File: config.mk
export PLATFORM = sky130hd
export DESIGN_NAME = traffic_intersection
export DESIGN_NICKNAME = d
export VERILOG_FILES = /design/src/rtl/traffic_pkg.sv /design/src/rtl/traffic_timer.sv /design/src/rtl/traffic_intersection.sv
export SDC_FILE = /design/constraint.sdc
export NUM_CORES = 1
export LEC_CHECK = 0
export CAP_MARGIN = 20
export CORE_MARGIN = 3
export CORE_UTILIZATION = 30
export DETAILED_ROUTE_END_ITERATION = 7
export SETUP_SLACK_MARGIN = 0.2
export SLEW_MARGIN = 10
export SYNTH_ARGS = -nofsm -noshare
export SYNTH_HDL_FRONTEND = slang
export SYNTH_HIERARCHICAL = 1
export SYNTH_SLANG_ARGS = --single-unit
File: constraint.sdc
create_clock -name clk -period 2.2 [get_ports clk]
set_input_delay 0.44 -clock clk [delete_from_list [all_inputs] [get_ports clk]]
set_output_delay 0.44 -clock clk [all_outputs]
set_load 0.01 [all_outputs]
File: src/rtl/traffic_pkg.sv
// Shared state encoding and default phase durations for the traffic intersection.
package traffic_pkg;

   localparam logic [2:0] PH_ALL_RED_A = 3'd0;
   localparam logic [2:0] PH_MAIN_G    = 3'd1;
   localparam logic [2:0] PH_MAIN_Y    = 3'd2;
   localparam logic [2:0] PH_ALL_RED_B = 3'd3;
   localparam logic [2:0] PH_SIDE_G    = 3'd4;
   localparam logic [2:0] PH_SIDE_Y    = 3'd5;
   localparam logic [2:0] PH_PED_WALK  = 3'd6;
   localparam logic [2:0] PH_NIGHT     = 3'd7;

   typedef enum logic [2:0] {
      ALL_RED_A = PH_ALL_RED_A,
      MAIN_G    = PH_MAIN_G,
      MAIN_Y    = PH_MAIN_Y,
      ALL_RED_B = PH_ALL_RED_B,
      SIDE_G    = PH_SIDE_G,
      SIDE_Y    = PH_SIDE_Y,
      PED_WALK  = PH_PED_WALK,
      NIGHT     = PH_NIGHT
   } state_t;

   localparam int DEF_CNT_W      = 8;
   localparam int DEF_GREEN_MAIN = 5;
   localparam int DEF_GREEN_SIDE = 3;
   localparam int DEF_YELLOW     = 2;
   localparam int DEF_ALL_RED    = 1;
   localparam int DEF_WALK       = 4;
   localparam int DEF_FLASH      = 2;

endpackage

File: src/rtl/traffic_timer.sv
// Loadable down-counter timing each phase; expire flags the last cycle.
module traffic_timer #(
   parameter int             CNT_W   = 8,
   parameter logic [CNT_W-1:0] RST_VAL = '0
) (
   input  logic             clk,
   input  logic             rst,
   input  logic             load,
   input  logic [CNT_W-1:0] load_val,
   output logic [CNT_W-1:0] value,
   output logic             expire
);

   always_ff @(posedge clk) begin
      if (rst)
         value <= RST_VAL;
      else if (load)
         value <= load_val;
      else
         value <= value - CNT_W'(1);
   end

   assign expire = (value == '0);

endmodule

File: src/rtl/traffic_intersection.sv
// Intersection controller; define TRAFFIC_PED_EN for the pedestrian walk phase.
module traffic_intersection
   import traffic_pkg::*;
#(
   parameter int CNT_W      = DEF_CNT_W,
   parameter int GREEN_MAIN = DEF_GREEN_MAIN,
   parameter int GREEN_SIDE = DEF_GREEN_SIDE,
   parameter int YELLOW     = DEF_YELLOW,
   parameter int ALL_RED    = DEF_ALL_RED,
   parameter int WALK       = DEF_WALK,
   parameter int FLASH      = DEF_FLASH
) (
   input  logic       clk,
   input  logic       i_rst,
   input  logic       i_ped_req,
   input  logic       i_night,
   output logic       o_main_r,
   output logic       o_main_y,
   output logic       o_main_g,
   output logic       o_side_r,
   output logic       o_side_y,
   output logic       o_side_g,
   output logic       o_walk,
   output logic [2:0] o_phase
);

   state_t           state, nxt;
   logic             flash, flash_nxt;
   logic             expire;
   logic [CNT_W-1:0] cnt, load_val;

   function automatic logic [CNT_W-1:0] load_of(input state_t s);
      case (s)
         MAIN_G:   load_of = CNT_W'(GREEN_MAIN - 1);
         SIDE_G:   load_of = CNT_W'(GREEN_SIDE - 1);
         MAIN_Y,
         SIDE_Y:   load_of = CNT_W'(YELLOW - 1);
         PED_WALK: load_of = CNT_W'(WALK - 1);
         NIGHT:    load_of = CNT_W'(FLASH - 1);
         default:  load_of = CNT_W'(ALL_RED - 1);
      endcase
   endfunction

`ifdef TRAFFIC_PED_EN
   logic ped_pending;
`else
   logic unused_ped;
   assign unused_ped = i_ped_req;
   assign o_walk     = 1'b0;
`endif

   always_comb begin
      nxt       = state;
      flash_nxt = flash;
      if (expire) begin
         case (state)
            ALL_RED_A: begin
               if (i_night) nxt = NIGHT;
`ifdef TRAFFIC_PED_EN
               else if (ped_pending) nxt = PED_WALK;
`endif
               else nxt = MAIN_G;
            end
            MAIN_G:    nxt = MAIN_Y;
            MAIN_Y:    nxt = ALL_RED_B;
            ALL_RED_B: nxt = i_night ? NIGHT : SIDE_G;
            SIDE_G:    nxt = SIDE_Y;
            SIDE_Y:    nxt = ALL_RED_A;
`ifdef TRAFFIC_PED_EN
            PED_WALK:  nxt = MAIN_G;
`endif
            NIGHT: begin
               if (i_night) flash_nxt = ~flash;
               else nxt = ALL_RED_A;
            end
            default:   nxt = ALL_RED_A;
         endcase
         // flashing always starts from the lit half
         if (nxt == NIGHT && state != NIGHT) flash_nxt = 1'b1;
      end
   end

   assign load_val = load_of(nxt);

   traffic_timer #(
      .CNT_W   (CNT_W),
      .RST_VAL (CNT_W'(ALL_RED - 1))
   ) u_timer (
      .clk      (clk),
      .rst      (i_rst),
      .load     (expire),
      .load_val (load_val),
      .value    (cnt),
      .expire   (expire)
   );

   always_ff @(posedge clk) begin
      if (i_rst) begin
         state    <= ALL_RED_A;
         flash    <= 1'b1;
         o_phase  <= PH_ALL_RED_A;
         o_main_r <= 1'b1;
         o_main_y <= 1'b0;
         o_main_g <= 1'b0;
         o_side_r <= 1'b1;
         o_side_y <= 1'b0;
         o_side_g <= 1'b0;
      end else begin
         state    <= nxt;
         flash    <= flash_nxt;
         o_phase  <= nxt;
         o_main_r <= nxt inside {ALL_RED_A, ALL_RED_B, SIDE_G, SIDE_Y, PED_WALK};
         o_main_y <= (nxt == MAIN_Y) || (nxt == NIGHT && flash_nxt);
         o_main_g <= (nxt == MAIN_G);
         o_side_r <= (nxt inside {ALL_RED_A, ALL_RED_B, MAIN_G, MAIN_Y, PED_WALK})
                     || (nxt == NIGHT && flash_nxt);
         o_side_y <= (nxt == SIDE_Y);
         o_side_g <= (nxt == SIDE_G);
      end
   end

`ifdef TRAFFIC_PED_EN
   always_ff @(posedge clk) begin
      if (i_rst) begin
         ped_pending <= 1'b0;
         o_walk      <= 1'b0;
      end else begin
         if (nxt == PED_WALK && state != PED_WALK)
            ped_pending <= i_ped_req;
         else
            ped_pending <= ped_pending | i_ped_req;
         o_walk <= (nxt == PED_WALK);
      end
   end
`endif

endmodule

Yosys cells after proc, flatten, opt, wreduce, memory -nomap -nowiden
Cells that the tools add are included.
{"block": "word_totals", "register_bits": 18, "in_bits": 4, "output_inout_bits": 10, "elab_cells": 47}
{"block": "classes", "addsub": 1, "eq_ne": 14, "mux": 12, "n_bitwise": 1, "reduce_logical": 10}
{"op": "equality test 3 bit (second input constant)", "count": 7}
{"op": "case mux 3 bit (6 select lines)", "count": 1}
{"op": "equality test 3 x 2 -> 1 bit (second input constant)", "count": 4}
{"op": "two-way mux 3 bit", "count": 4}
{"op": "case mux 3 bit (4 select lines)", "count": 1}
{"op": "nonzero test 5 bit", "count": 2}
{"op": "logical NOT 8 bit", "count": 1}
{"op": "two-way mux 8 bit", "count": 1}
{"op": "subtractor 8 x 1 -> 8 bit (second input constant)", "count": 1}
{"op": "equality test 3 x 1 -> 1 bit (second input constant)", "count": 2}
{"op": "logical NOT 3 bit", "count": 2}
{"op": "two-way mux 1 bit", "count": 4}
{"op": "!= test 3 bit (second input constant)", "count": 1}
{"op": "OR reduction 3 bit", "count": 1}
{"op": "logical AND 1 bit", "count": 2}
{"op": "logical OR 1 bit", "count": 2}
{"op": "two-way mux 2 bit", "count": 1}
{"op": "inverter 1 bit", "count": 1}

Depth between registers and ports, before layout
Gate-level depths: netlist of the first run.
{"block": "depth", "ltp_word": 9, "ltp_mapped": 9, "ltp_nobuf": 8}

By module
The synthesis of the first run kept the hierarchy.
{"mod": "traffic_intersection", "instances": 1, "cells_each": 87, "area_per_inst_um2": 661.9, "seq_area_each_um2": 200.2}
{"mod": "traffic_timer", "instances": 1, "cells_each": 49, "area_per_inst_um2": 419.2, "seq_area_each_um2": 160.2}

Worst setup path after synthesis of the first run
OpenSTA, ideal clock, no wires.
{"block": "synth_timing", "path_kind": "flip-flop to flip-flop", "from": "register u_timer.value[3]", "to": "register u_timer.value[0]", "setup_time_ps": 64, "arrival_time_ps": 2341, "required_time_ps": 2136, "setup_slack_ps": -205, "path_stages_with_launch": 8, "n_path_buf": 1, "period_less_slack_ps": 2405, "cell_sequence": "dfxtp_1 > or4_4 > nor4b_1 > buf_2 > o21ai_0 > a222oi_1 > a21oi_1 > nor2_1"}
{"block": "synth_via", "elab_chain_cells": 6, "word_cells_on_any_way": 11, "classes_between": "6 x eq/ne; 3 x mux; 2 x reduce/logical"}
{"item": "start, declared", "line": "traffic_timer.sv:10", "source": "output logic [CNT_W-1:0] value,"}
{"item": "start signal, assigned", "line": "traffic_timer.sv:18", "source": "value <= load_val;"}
{"item": "start signal, assigned", "line": "traffic_timer.sv:20", "source": "value <= value - CNT_W'(1);"}
{"item": "logical NOT 8 bit (*)", "line": "traffic_timer.sv:23", "source": "assign expire = (value == '0);"}
{"item": "net expire", "line": "traffic_intersection.sv:29", "source": "logic expire;"}
{"item": "two-way mux 3 bit (*)", "line": "traffic_intersection.sv:55", "source": "if (expire) begin"}
{"item": "equality test 3 bit / equality test 3 x 2 -> 1 bit (equally long branches)", "line": "traffic_intersection.sv:33", "source": "case (s)"}
{"item": "OR reduction 3 bit (no line)"}
{"item": "case mux 3 bit (4 select lines) (*)", "line": "traffic_intersection.sv:33"}
{"item": "net load_val[0]", "line": "traffic_intersection.sv:30", "source": "logic [CNT_W-1:0] cnt, load_val;"}
{"item": "two-way mux 8 bit (*)", "line": "traffic_timer.sv:17", "source": "else if (load)"}
The timed path passes the listed nets; every way through them passes the cells marked *.
A chain may end at the register's enable or synchronous reset.

Final worst setup path of the first run
{"block": "layout_timing", "from": "register u_timer.value[3]", "to": "register o_main_y"}
{"block": "layout_via", "elab_chain_cells": 5, "word_cells_on_any_way": 7, "classes_between": "2 x eq/ne; 2 x mux; 3 x reduce/logical"}
{"item": "logical NOT 8 bit (*)", "line": "traffic_timer.sv:23"}
{"item": "net expire", "line": "traffic_intersection.sv:29"}
{"item": "two-way mux 3 bit", "line": "traffic_intersection.sv:55"}
{"item": "equality test 3 bit", "line": "traffic_intersection.sv:113", "source": "o_main_y <= (nxt == MAIN_Y) || (nxt == NIGHT && flash_nxt);"}
{"item": "logical AND 1 bit", "line": "traffic_intersection.sv:113"}
{"item": "logical OR 1 bit (*)", "line": "traffic_intersection.sv:113"}
{"item": "end signal, assigned", "line": "traffic_intersection.sv:113"}
{"item": "end, declared", "line": "traffic_intersection.sv:18", "source": "output logic o_main_y,"}
Marked as above.

==> out/metrics.json, run 1 <==
{
  "outcome": "finished clean",
  "dieArea_mm2": 0.00436,
  "skew_ps": 9.95,
  "path_class": "reg2reg",
  "initial_antenna_violation_count": 0,
  "synthDistinctLibCells": 47,
  "power.density_mw_per_mm2": 1330,
  "grt_first_pass_wirelength_mm": 4.44,
  "yosys_warnings": 6,
  "clk_network_pwr_share_pct": 10.6,
  "postRouteWirelength_mm": 2.78,
  "setup_viol_count_final": 0,
  "synth_simple_gate_area_share_pct": 25.9,
  "post-layout-total-power_mw": 2.02,
  "internal_power_mw": 1.20,
  "synth_top_family_by_area": "simple AND/OR/NAND/NOR gates",
  "drt_pass1_iterations": 4,
  "netSwitchingPower_uw": 817,
  "placementRows": 21,
  "layout_common_cells": "sky130_fd_sc_hd__buf_4, sky130_fd_sc_hd__dfxtp_1, sky130_fd_sc_hd__nor2_1",
  "pwr-share-seq_pct": 24.8,
  "fmax_ghz": 0.474,
  "vias_per_cell": 5.01,
  "worst_setup_hold_path_clk_slew_ps": 120,
  "synth_seq_area_share_pct": 33.3,
  "detail_route.drc_violations": 0,
  "globalRoute.totalOverflow": 0,
  "clock_path_buffers": 2,
  "dp.final_hpwl_mm": 1.63,
  "routed-via-count": 1068,
  "design.final.nets": 174,
  "gp_routability_congestion": 0.883,
  "global_route.usage.total_pct": 12.8,
  "cp.arrival_ps": 2320,
  "fraction_of_power_spent_switching_nets_pct": 40.5,
  "synth_edf_count": 0,
  "cts_tree": "yes",
  "die_height_um": 66.0,
  "placed_cell_area_mm2": 0.00130,
  "period_share_pct": 95.9,
  "hold_class": "reg2reg",
  "worstPathRequired_ps": 2410,
  "post-route-cell-area_mm2": 0.00151,
  "tritoncts.num_buffers": 3,
  "drv_slew": 0,
  "maximum_number_of_pins_on_one_net_before_global_route_repair": 24,
  "yosys.area_share.adder_pct": 2.31,
  "final_common_cell": "sky130_fd_sc_hd__buf_4",
  "placement.io_buffers": 11,
  "antenna-diode-count": 0,
  "worst-slew-pin-transition_ps": 595,
  "muxShareOfSynthArea_pct": 0.926,
  "share_comb_of_total_power_pct": 64.6,
  "core_region_area_mm2": 0.00342,
  "numPlacedInstances": 197,
  "cts.hold.buffers_added": 0,
  "ir_worst_vdd_v": 0.000430,
  "die_w_um": 66.0,
  "layout_min_cycle_time_ps": 2110,
  "initial_core_util_pct": 31.6,
  "worstSetupEndpointType": "register",
  "postSynthAreaPerCell_um2": 7.95,
  "synth-compound-area-share_pct": 24.5,
  "max_cap_violations": 0,
  "floorplan.io_pins": 14,
  "grt_setup_unrepaired": "yes",
  "worst_slew_margin_rel_pct": 60.2,
  "kind_of_start_point_of_the_critical_path": "register",
  "setup-tns-final_ps": 0,
  "cts_root_buffer": "sky130_fd_sc_hd__clkbuf_4",
  "dr.first_iter.drc_count": 40,
  "finalHoldWorstSlack_ps": 543,
  "post_synth_instance_area_mm2": 0.00108,
  "xor_xnor_share_of_the_synthesized_area_pct": 3.24,
  "number_of_global_route_vias_before_repair": 988,
  "ys_seq_elements": 18,
  "flow.area_growth_from_synthesis_pct": 39.9,
  "final_cell_count_no_fill": 213,
  "worst-path-max-fanout": 4,
  "leading_register_cell_type_out_of_synthesis": "sky130_fd_sc_hd__dfxtp_1",
  "cts_htree_levels": 1,
  "yosys-top-cells-area": "sky130_fd_sc_hd__dfxtp_1, sky130_fd_sc_hd__a21oi_1, sky130_fd_sc_hd__nor2_1, sky130_fd_sc_hd__buf_4, sky130_fd_sc_hd__nand2_1",
  "numClockSinks": 18,
  "dr_wl_cell_um": 13.1,
  "clock_insertion_delay_at_the_later_pin_of_the_skew_report_ps": 300,
  "final-hold-violation-count": 0,
  "post_route_cells_drive_above_1_share_pct": 29.3,
  "synthArstFlopShare_pct": 0,
  "top_cell_type_by_total_area_after_synthesis": "sky130_fd_sc_hd__dfxtp_1",
  "netlist_instances": 136,
  "final_antenna_violating_net_count": 0,
  "area_share_of_the_leading_cell_type_in_the_synthesized_netlist_pct": 33.3,
  "power_leakage_nw": 0.586
}
-- cells by family after synthesis --
logic type | count (synthesis)
compound gates | 40
buf+inv | 20
fa+ha+maj | 2
flops | 18
other cells | 1
mux | 1
simple gates | 50
xor+xnor | 4
-- metal layers --
layer / track usage, % / part of all wire [%] / vias to the layer above
li1: - / - / 543
met4: 3.05 / 0 / 0
met1: 16.7 / 46 / 514
met5: 0 / 0 / -
met2: 21.5 / 52 / 11
met3: 2.55 / 2.1 / 0
-- power by group through the flow --
stage          Clock (mW)  Sequential [mW]  Combinational (mW)
5_1_grt             0.230            0.510                1.43
2_1_floorplan           0            0.536               0.716
3_3_place_gp            0            0.501               0.979
6_report            0.214            0.500                1.30
3_5_place_dp            0            0.505                1.01
4_1_cts             0.216            0.498                1.15
-- synthesized netlist by cell type, types with 3 or more instances --
cell type and number:
sky130_fd_sc_hd__o21ai_0 4, sky130_fd_sc_hd__inv_1 5, sky130_fd_sc_hd__nand3_1 3, sky130_fd_sc_hd__nand3b_1 3
sky130_fd_sc_hd__buf_4 4, sky130_fd_sc_hd__nand2b_1 3, sky130_fd_sc_hd__nor3_1 5, sky130_fd_sc_hd__dfxtp_1 18
sky130_fd_sc_hd__clkbuf_1 3, sky130_fd_sc_hd__nand2_1 7, sky130_fd_sc_hd__nor2_1 13, sky130_fd_sc_hd__a31oi_1 4
sky130_fd_sc_hd__buf_2 4, sky130_fd_sc_hd__nor3b_1 3, sky130_fd_sc_hd__a21oi_1 11, sky130_fd_sc_hd__o21ai_1 3
sky130_fd_sc_hd__o31ai_1 3
-- what timing repair did --
action | CTS | global route
resized for setup | 8 | 16
endpoints found under the setup margin | 10 | 15
endpoints found under the hold margin | 0 | 0
pin swaps | 8 | 5
setup buffers | 5 | 5
gates cloned | 2 | 0
-- worst max-delay path, stage by stage, from the launching register on --
cell	delay (ps)
sky130_fd_sc_hd__dfxtp_2	350
sky130_fd_sc_hd__or4_4	530
sky130_fd_sc_hd__nor4b_4	350
sky130_fd_sc_hd__buf_4	210
sky130_fd_sc_hd__inv_2	40
sky130_fd_sc_hd__or4_1	390
sky130_fd_sc_hd__a31oi_1	160
-- registers in the layout, summed over array words and instances, names as in the netlist --
register / count
flash: 1
o_main_g: 1
o_main_r: 1
o_main_y: 1
o_side_g: 1
o_side_r: 1
o_side_y: 1
state: 3
u_timer/value: 8
-- per-stage QoR --
stage | utilization [%] | setup WS (ps)
6_report | 44.3 | 89.5
3_5_place_dp | 38.0 | 38.7
4_1_cts | 41.1 | 61.7
2_1_floorplan | - | 176
3_3_place_gp | 38.0 | 61.0
5_1_grt | 44.3 | -27.8
-- cell type report --
class	instances	area, um^2
clock buffers	4	36.3
fillers	335	1900
inverters	7	28.8
multi-input cells	103	729
flip-flops and latches	18	363
well taps	46	57.6
repair buffers	35	298
-- worst paths after layout --
check                   startpoint  slack [ps]  depth (start not counted)               end
hold / removal    u_timer/value[5]         540                          2  u_timer/value[5]
setup reg to reg  u_timer/value[3]          90                          6          o_main_y
hold reg to reg   u_timer/value[5]         540                          2  u_timer/value[5]
setup / recovery  u_timer/value[3]          90                          6          o_main_y
Note: power is estimated with default switching activity, not from simulation.
==> run 2: changes to the inputs <==
Settings changed: CTS_CLUSTER_DIAMETER set to 200, PLACE_DENSITY set to 0.59.
==> run 2 against run 1 <==
Compared with the run above: setup slack worse by 6.4 ps; die area unchanged; sequential power about the same; core utilization down 0.37 points; clock power down 2%; final cell count down 2.3%; hold slack better by 3.1 ps; flip-flop and latch count unchanged; wire length down 5.3%; fmax down 0.30%; critical path type unchanged; largest cell class unchanged.
==> out/metrics.json, run 2 (same netlist as run 1, synthesis figures left out) <==
{
  "ir_worst_vdd_v": 0.000524,
  "skew_ps": 10.0,
  "cts_root_buffer": "sky130_fd_sc_hd__clkbuf_4",
  "detail_route.drc_violations": 0,
  "initial_antenna_violation_count": 0,
  "slowest_stage": "sky130_fd_sc_hd__or4_4",
  "critical-path-max-stage-delay_ps": 550,
  "dr_wl_cell_um": 12.7,
  "layout_top_registers": "u_timer/value: 8 flops, state: 3 flops",
  "fillers": 352,
  "placed_cell_area_mm2": 0.00128,
  "flow.area_growth_from_synthesis_pct": 38.8,
  "registers.top_by_ff_count": "u_timer/value",
  "setup_viol_count_final": 0,
  "placementRows": 21,
  "critical_path.reg2reg.startpoint": "u_timer/value[6]",
  "globalRoute.totalOverflow": 0,
  "pwr-share-seq_pct": 24.9,
  "worst_setup_hold_path_clk_slew_ps": 110,
  "timing.reg2reg.worst_path_depth": 8,
  "grt_setup_unrepaired": "yes",
  "netSwitchingPower_uw": 817,
  "postRouteWirelength_mm": 2.63,
  "dr.first_iter.drc_count": 58,
  "path_class": "reg2reg",
  "die_height_um": 66.0,
  "fraction_of_power_spent_switching_nets_pct": 40.8,
  "design.final.nets": 169,
  "global_route.usage.total_pct": 12.6,
  "share_comb_of_total_power_pct": 64.7,
  "power.density_mw_per_mm2": 1340,
  "period_share_pct": 96.2,
  "largest_register_ff_count": 8,
  "tritoncts.num_buffers": 3,
  "gp_routability_congestion": 0.855,
  "final-hold-violation-count": 0,
  "final_common_cell": "sky130_fd_sc_hd__dfxtp_1",
  "dieArea_mm2": 0.00436,
  "initial_core_util_pct": 31.6,
  "worstHoldStart": "u_timer/value[5]",
  "final_antenna_violating_net_count": 0,
  "kind_of_start_point_of_the_critical_path": "register",
  "clock_path_buffers": 2,
  "worstPathRequired_ps": 2420,
  "fmax_ghz": 0.472,
  "die_w_um": 66.0,
  "outcome": "finished clean",
  "internal_power_mw": 1.19,
  "numPlacedInstances": 195,
  "maximum_number_of_pins_on_one_net_before_global_route_repair": 24,
  "layout_min_cycle_time_ps": 2120,
  "holdPathEnd": "u_timer/value[5]",
  "timing.critical_path.max_delay_family": "simple AND/OR/NAND/NOR gates",
  "placement.io_buffers": 11,
  "cts_htree_levels": 1,
  "worst-slew-pin-transition_ps": 712,
  "path_cells": "or4_4 -> nor4b_4 -> buf_6 -> buf_8 -> buf_4 -> buf_4 -> a31oi_1 -> o31ai_1",
  "post_route_cells_drive_above_1_share_pct": 27.8,
  "worstSetupEndpointType": "register",
  "post-route-cell-area_mm2": 0.00150,
  "worst-r2r-setup-slack_ps": 80,
  "routed-via-count": 1053,
  "cp_num_buf_inv": 4,
  "worst_r2r_endpoint": "flash",
  "clk_network_pwr_share_pct": 10.4,
  "floorplan.io_pins": 14,
  "final_cell_count_no_fill": 208,
  "power_leakage_nw": 0.572,
  "finalHoldWorstSlack_ps": 546,
  "max_cap_violations": 0,
  "grt_first_pass_wirelength_mm": 4.35,
  "core_region_area_mm2": 0.00342,
  "cell_repeated_most_along_the_worst_path": "sky130_fd_sc_hd__buf_4",
  "hold_path_depth": 2,
  "hold_class": "reg2reg",
  "cts_tree": "yes",
  "drt_pass1_iterations": 4,
  "dp.final_hpwl_mm": 1.61,
  "numClockSinks": 18,
  "clock_insertion_delay_at_the_later_pin_of_the_skew_report_ps": 300,
  "worst_slew_margin_rel_pct": 52.4,
  "vias_per_cell": 5.06,
  "layout_common_cells": "sky130_fd_sc_hd__dfxtp_1, sky130_fd_sc_hd__buf_4, sky130_fd_sc_hd__clkdlybuf4s50_1",
  "drv_slew": 0,
  "number_of_global_route_vias_before_repair": 1010,
  "cp.arrival_ps": 2340,
  "final_util_pct": 43.9,
  "worst-path-max-fanout": 6,
  "antenna-diode-count": 0
}
run 2: cell count changes in the layout (fill, tap and decap cells not counted), sizes merged:
cell and delta:
buf -5, clkinv +1, inv -1
run 2: tightest hold or removal path: cells and delay by family (launching register included):
kind | cells | cell delay (ps)
flops | 1 | 350
compound gates | 2 | 160
run 2: how the worst max path moves through the flow:
stage | from | endpoint | depth (start not counted)
2_1_floorplan | u_timer/value[3] | u_timer/value[0] | 7
3_3_place_gp | u_timer/value[3] | o_main_y | 6
3_5_place_dp | u_timer/value[3] | u_timer/value[7] | 7
4_1_cts | u_timer/value[3] | o_main_y | 6
5_1_grt | u_timer/value[6] | flash | 8
6_report | u_timer/value[6] | flash | 8
run 2: timing repair:
action | CTS | global route
endpoints found under the hold margin | 0 | 0
setup endpoints to repair | 10 | 12
hold buffers | 0 | 0
resized for setup | 2 | 31
cloned | 0 | 1
pin swaps | 0 | 12
setup buffers | 1 | 7
run 2: cell type report:
type | instances | area, um^2 | share of cell area [%]
inverter | 7 | 38.8 | 2.59
sequential | 18 | 362 | 24.1
timing repair buffer | 30 | 273 | 18.2
tap | 46 | 57.6 | 3.84
multi-input combinational | 103 | 733 | 48.9
clock buffer | 4 | 36.3 | 2.42
run 2: per-stage QoR:
step                      power, mW  setup slack [ps]  setup TNS, ps
after floorplan                1.25               176              0
after detailed placement       1.51               115              0
after global routing           2.17             -25.5          -67.5
after CTS                      1.75               122              0
final                          2.00              83.2              0
after global placement         1.48               118              0
run 2: layer usage:
layer  part of all wire [%]  GRT usage [%]  up-vias
met5                      0              0        -
met4                    1.7           2.03        0
met3                    3.0           4.42        6
met2                     53           22.0       12
met1                     42           15.1      503
li1                       -              -      532
run 2: power by group through the flow:
stage	logic, mW	clock network, mW	registers [mW]
after detailed placement	0.999	0	0.507
after floorplan	0.716	0	0.536
after global placement	0.973	0	0.502
after CTS	1.03	0.216	0.501
final	1.30	0.209	0.499
after global routing	1.42	0.232	0.517
